[src/rtl/apu_pkg.sv]
// Shared types and constants for the APU pulse channel register front end.
// The sweep adjuster arithmetic lives here so that the top and the sweep unit agree on it.
package apu_pkg;

   typedef logic [1:0]  duty_t;
   typedef logic [10:0] period_t;
   typedef logic [1:0]  reg_addr_t;

   typedef struct packed {
      logic       enable;
      logic [2:0] period;
      logic       negate;
      logic [2:0] shift;
   } sweep_reg_t;

   localparam reg_addr_t APU_REG_CTRL  = 2'd0;
   localparam reg_addr_t APU_REG_SWEEP = 2'd1;
   localparam reg_addr_t APU_REG_LO    = 2'd2;
   localparam reg_addr_t APU_REG_HI    = 2'd3;

   // 12-bit sweep target; bit 11 flags an overflow past the 11-bit period range.
   function automatic logic [11:0] sweep_target(input period_t p, input logic [2:0] s,
                                                input logic neg);
      logic [11:0] cur;
      logic [11:0] change;
      cur    = {1'b0, p};
      change = cur >> s;
      if (neg) begin
         return cur - change;
      end else begin
         return cur + change;
      end
   endfunction

endpackage

[src/rtl/apu_sweep.sv]
// Sweep unit: sweep register, half-frame divider with reload, mute test and update strobe.
// Only instantiated when APU_PULSE_SWEEP_EN is defined.
module apu_sweep
   import apu_pkg::*;
(
   input  logic       clk,
   input  logic       reset,
   input  logic       half_frame,
   input  logic       wr_en,
   input  logic [7:0] wr_data,
   input  period_t    period,
   input  logic       period_pending,
   output logic       upd,
   output period_t    target
);

   sweep_reg_t  sweep_r;
   logic [2:0]  divider_r;
   logic        reload_r;
   logic [11:0] target_s;
   logic        mute_s;

   assign target_s = sweep_target(period, sweep_r.shift, sweep_r.negate);
   assign mute_s   = (period < 11'd8) || target_s[11];
   assign target   = target_s[10:0];

   // A pending period message blocks the update outright; it is not retried later.
   assign upd = half_frame && (divider_r == 3'd0) && sweep_r.enable &&
                (sweep_r.shift != 3'd0) && !mute_s && !period_pending;

   // Sweep register capture from CPU writes to address 1.
   always_ff @(posedge clk or posedge reset) begin
      if (reset) begin
         sweep_r <= sweep_reg_t'(8'd0);
      end else if (wr_en) begin
         sweep_r <= sweep_reg_t'(wr_data);
      end
   end

   // Divider countdown on half-frame ticks; a sweep write arms a reload.
   always_ff @(posedge clk or posedge reset) begin
      if (reset) begin
         divider_r <= 3'd0;
         reload_r  <= 1'b0;
      end else begin
         if (half_frame) begin
            if ((divider_r == 3'd0) || reload_r) begin
               divider_r <= sweep_r.period;
               reload_r  <= 1'b0;
            end else begin
               divider_r <= divider_r - 3'd1;
            end
         end
         if (wr_en) begin
            reload_r <= 1'b1;
         end
      end
   end

endmodule

[src/rtl/apu_pulse_regs.sv]
// Pulse channel register front end: CPU byte writes in, duty and period messages out.
// Optional feature macro: APU_PULSE_SWEEP_EN (adds apu__half_frame and the sweep unit).
module apu_pulse_regs
   import apu_pkg::*;
(
   input  logic        clk,
   input  logic        reset,
`ifdef APU_PULSE_SWEEP_EN
   input  logic        apu__half_frame,
`endif
   input  logic [9:0]  apu__reg_r,
   input  logic        apu__reg_r_vld,
   output logic        apu__reg_r_rdy,
   output logic [1:0]  apu__duty_s,
   output logic        apu__duty_s_vld,
   input  logic        apu__duty_s_rdy,
   output logic [10:0] apu__period_s,
   output logic        apu__period_s_vld,
   input  logic        apu__period_s_rdy
);

   reg_addr_t  addr_s;
   logic [7:0] data_s;
   logic       reg_rdy_s;
   logic       wr_fire_s;
   logic       duty_wr_s;
   logic       period_wr_s;
   logic       sweep_wr_s;
   period_t    period_next_s;
   logic       sweep_upd_s;
   period_t    sweep_target_s;

   logic       duty_pending_r;
   duty_t      duty_stage_r;
   logic       period_pending_r;
   period_t    period_r;
   period_t    period_stage_r;

   assign addr_s      = apu__reg_r[9:8];
   assign data_s      = apu__reg_r[7:0];
   assign wr_fire_s   = apu__reg_r_vld && reg_rdy_s;
   assign duty_wr_s   = wr_fire_s && (addr_s == APU_REG_CTRL);
   assign sweep_wr_s  = wr_fire_s && (addr_s == APU_REG_SWEEP);
   assign period_wr_s = wr_fire_s && ((addr_s == APU_REG_LO) || (addr_s == APU_REG_HI));

   // Ready depends only on registered pending state and the offered address.
   always_comb begin
      case (addr_s)
         APU_REG_CTRL:  reg_rdy_s = !duty_pending_r;
         APU_REG_SWEEP: reg_rdy_s = 1'b1;
         APU_REG_LO:    reg_rdy_s = !period_pending_r;
         APU_REG_HI:    reg_rdy_s = !period_pending_r;
         default:       reg_rdy_s = 1'b1;
      endcase
   end

   // Merge the written byte into the 11-bit period shadow.
   always_comb begin
      if (addr_s == APU_REG_LO) begin
         period_next_s = {period_r[10:8], data_s};
      end else if (addr_s == APU_REG_HI) begin
         period_next_s = {data_s[2:0], period_r[7:0]};
      end else begin
         period_next_s = period_r;
      end
   end

`ifdef APU_PULSE_SWEEP_EN
   apu_sweep u_sweep (
      .clk            (clk),
      .reset          (reset),
      .half_frame     (apu__half_frame),
      .wr_en          (sweep_wr_s),
      .wr_data        (data_s),
      .period         (period_r),
      .period_pending (period_pending_r),
      .upd            (sweep_upd_s),
      .target         (sweep_target_s)
   );
`else
   // Without the sweep unit, address 1 writes are accepted and dropped.
   logic unused_sweep_wr_s;
   assign unused_sweep_wr_s = sweep_wr_s;
   assign sweep_upd_s       = 1'b0;
   assign sweep_target_s    = 11'd0;
`endif

   // Duty channel: staging register plus pending flag cleared by the downstream handshake.
   always_ff @(posedge clk or posedge reset) begin
      if (reset) begin
         duty_pending_r <= 1'b0;
         duty_stage_r   <= 2'd0;
      end else if (duty_wr_s) begin
         duty_pending_r <= 1'b1;
         duty_stage_r   <= data_s[7:6];
      end else if (duty_pending_r && apu__duty_s_rdy) begin
         duty_pending_r <= 1'b0;
      end
   end

   // Period channel: a CPU write outranks a same-cycle sweep update, which is then dropped.
   always_ff @(posedge clk or posedge reset) begin
      if (reset) begin
         period_pending_r <= 1'b0;
         period_r         <= 11'd0;
         period_stage_r   <= 11'd0;
      end else if (period_wr_s) begin
         period_pending_r <= 1'b1;
         period_r         <= period_next_s;
         period_stage_r   <= period_next_s;
      end else if (sweep_upd_s) begin
         period_pending_r <= 1'b1;
         period_r         <= sweep_target_s;
         period_stage_r   <= sweep_target_s;
      end else if (period_pending_r && apu__period_s_rdy) begin
         period_pending_r <= 1'b0;
      end
   end

   assign apu__reg_r_rdy    = reg_rdy_s;
   assign apu__duty_s       = duty_stage_r;
   assign apu__duty_s_vld   = duty_pending_r;
   assign apu__period_s     = period_stage_r;
   assign apu__period_s_vld = period_pending_r;

endmodule

[config.mk]
export PLATFORM = sky130hd
export DESIGN_NAME = apu_pulse_regs
export DESIGN_NICKNAME = d
export VERILOG_FILES = /design/src/rtl/apu_pkg.sv /design/src/rtl/apu_sweep.sv /design/src/rtl/apu_pulse_regs.sv
export SDC_FILE = /design/constraint.sdc
export NUM_CORES = 1
export LEC_CHECK = 0
export CAP_MARGIN = 5
export CORE_ASPECT_RATIO = 1.4
export CORE_UTILIZATION = 35
export CTS_CLUSTER_DIAMETER = 150
export CTS_CLUSTER_SIZE = 16
export DETAILED_ROUTE_END_ITERATION = 6
export GPL_TIMING_DRIVEN = 0
export PLACE_DENSITY = 0.7
export SETUP_SLACK_MARGIN = 0.4
export SLEW_MARGIN = 20
export SYNTH_ARGS = -nofsm -noshare
export SYNTH_HDL_FRONTEND = slang
export SYNTH_HIERARCHICAL = 1
export SYNTH_SLANG_ARGS = --single-unit
[constraint.sdc]
create_clock -name clk -period 1.36 [get_ports clk]
set_input_delay 0.272 -clock clk [delete_from_list [all_inputs] [get_ports clk]]
set_output_delay 0.272 -clock clk [all_outputs]
set_load 0.05 [all_outputs]
==> flow_summary.json <==
{
  "grt_pass1_wl_um": 2060,
  "grt-ovfl-total": 0,
  "status": "complete, no violations",
  "vdd_drop_max_mv": 0.934,
  "postSynthRegisterBits": 15,
  "rows": 18,
  "cts_buffer_depth": 2,
  "drive_gt1_share_pct": 58.8,
  "ant_nets": 0,
  "place.gp.congestion": 0.616,
  "hp-class": "in -> async",
  "drt-pass1-iter-count": 2,
  "critPathMaxStageDelay_ps": 440,
  "totalWireLength_um": 1330,
  "drtIter0Drc": 6,
  "clk_latency_ps": 280,
  "crit_type": "reg -> out",
  "drcViolationCount": 0,
  "final_max_slew_viol_count": 0,
  "antenna_found_initial": 0,
  "final_cell_mix": "16 x buf_6, 13 x mux2_4, 13 x dfrtp_1, 11 x clkdlybuf4s50_1, 11 x buf_4",
  "htreeDepth": 1,
  "fin_tns_setup_ps": 0,
  "dieArea_mm2": 0.00203,
  "syn_nets": 54,
  "ctsHoldBuffers": 0,
  "core_area_mm2": 0.00176,
  "synthesis.area_um2": 648,
  "fin_skew_ps": 3.63,
  "avgSynthCellArea_um2": 16.6,
  "final-setup-viol-count": 0,
  "tightest_slew_ps": 552,
  "grt_pass1_vias": 467,
  "maxCapViolations": 0,
  "synth_seq_area_share_pct": 57.9,
  "viasPerCell": 4.64,
  "layout_commonest_cell": "buf_6",
  "period_minus_slack_ps": 1340,
  "timing.final.ws_setup_ps": 24.5,
  "yosys_warnings": 6,
  "crit_arrival_ps": 1060,
  "die_y_um": 52.9,
  "initial_core_util_pct": 36.9,
  "wire_per_inst_um": 12.6,
  "synth_cell_types": 13,
  "cts_buffers": 3,
  "p_leak_nw": 0.564,
  "pin_count": 31,
  "hold_ws_ps": 341,
  "place_ws_ps": -806,
  "crit_chain": "a22oi_2, buf_6",
  "layout.nets": 101,
  "antenna_cells": 0,
  "vias": 487,
  "syn_to_final_growth_pct": 76.6,
  "dieWidth_um": 38.4,
  "maxSlewHeadroom_pct": 63.1,
  "crit_fanout": 4,
  "fmax_ghz": 0.749,
  "cts_tree": "done",
  "cts_sinks": 15,
  "cp_slowest_cell": "dfrtp_2",
  "n_fill_cell": 138,
  "grt_max_degree": 16,
  "rsz0062_at_grt": "true",
  "cp-start-kind": "flip-flop",
  "grt_usage_pct": 15.5,
  "clock-root-buffer": "clkbuf_4",
  "hold_viol": 0,
  "end_kind": "primary output",
  "powerDensity_mw_per_mm2": 1600,
  "syn_inst": 39,
  "post-route-period-util_pct": 98.2,
  "port-buffer-count": 30,
  "clkSlewWorstSetupHoldPaths_ps": 90,
  "cp.required_ps": 1090
}
-- cells in the mapped netlist, drive strengths merged --
cell type / number / share of area [%]
a21o: 1 / 1.2
a22oi: 1 / 1.2
and4bb: 1 / 1.9
buf: 1 / 1.7
dfrtp: 15 / 58
inv: 2 / 1.2
mux2: 13 / 27
mux2i: 1 / 1.5
nand2: 1 / 0.58
nand4b: 1 / 1.4
nor2: 1 / 0.58
nor4b: 1 / 3.7
-- report_power, final --
part	internal, mW	switching [mW]	total, mW	leakage [nW]
clock network	0.109	0.138	0.247	0.0177
registers	0.547	0.0767	0.624	0.178
logic	0.462	0.497	0.960	0.368
-- stage by stage --
step | instances | area [µm²] | total power, mW | util, %
final | 105 | 1140 | 1.83 | 65.2
after global routing | 105 | 1140 | 1.90 | 65.2
after CTS | 101 | 1110 | 1.80 | 63.5
after detailed placement | 89 | 985 | 1.41 | 56.1
after global placement | 89 | 985 | 1.40 | 56.1
after floorplan | 39 | 659 | 1.13 | -
-- cells by family after synthesis --
group | count (synthesis) | synth area share (%)
flip-flops | 15 | 57.9
buffers and inverters | 3 | 2.90
multiplexers | 14 | 28.8
AND/OR/NAND/NOR | 5 | 8.11
AO/OA/AOI/OAI | 2 | 2.32
-- layer usage --
| metal | up-vias | GRT usage [%] | part of all wire, % |
|---|---|---|---|
| met1 | 237 | 18.4 | 43 |
| met3 | 4 | 2.52 | 3.8 |
| met4 | 0 | 12.1 | 2.6 |
| met2 | 17 | 24.3 | 51 |
| li1 | 229 | - | - |
| met5 | - | 0 | 0 |
-- sequential cells by signal, summed over array words and instances, names as in the netlist --
signal / count
period_r: 11
apu__period_s_vld: 1
apu__duty_s: 2
apu__duty_s_vld: 1
-- final cells by class --
cell class                 count  area [µm²]  share of cell area (%)
timing repair buffer          42         418                    36.5
sequential                    15         378                    33.0
multi-input combinational     21         278                    24.3
tap                           20        25.0                    2.19
clock buffer                   3        22.5                    1.97
buffer                         1        11.3                   0.984
inverter                       2        7.51                   0.656
clock inverter                 1        5.00                   0.437
-- worst max-delay path: cells and delay by family (launching register included) --
| kind | cells | cell delay (ps) |
|---|---|---|
| AOI/OAI and AO/OA | 1 | 170 |
| DFF | 1 | 440 |
| buffers and inverters | 1 | 180 |
-- final timing paths --
| check | slack (ps) | depth (start not counted) | start | end |
|---|---|---|---|---|
| worst max register to register | 80 | 3 | apu__period_s_vld | period_r[1] |
| min in group clk | 430 | 3 | apu__reg_r_vld | apu__period_s_vld |
| worst max-delay path | 20 | 2 | apu__period_s_vld | apu__reg_r_rdy |
| max in group asynchronous | 620 | 2 | reset | apu__period_s_vld |
| worst min-delay path | 340 | 2 | reset | period_r[8] |
| worst min register to register | 540 | 1 | apu__duty_s[0] | apu__duty_s[0] |
-- what timing repair did --
item / 4_1_cts / 5_1_grt
buffers inserted: 8 / 4
setup endpoints to repair: 30 / 30
gates cloned: 0 / 0
endpoints found under the hold margin: 0 / 0
pin swaps: 2 / 2
gates resized for setup: 122 / 0
Note: power is estimated with default switching activity, not from simulation.
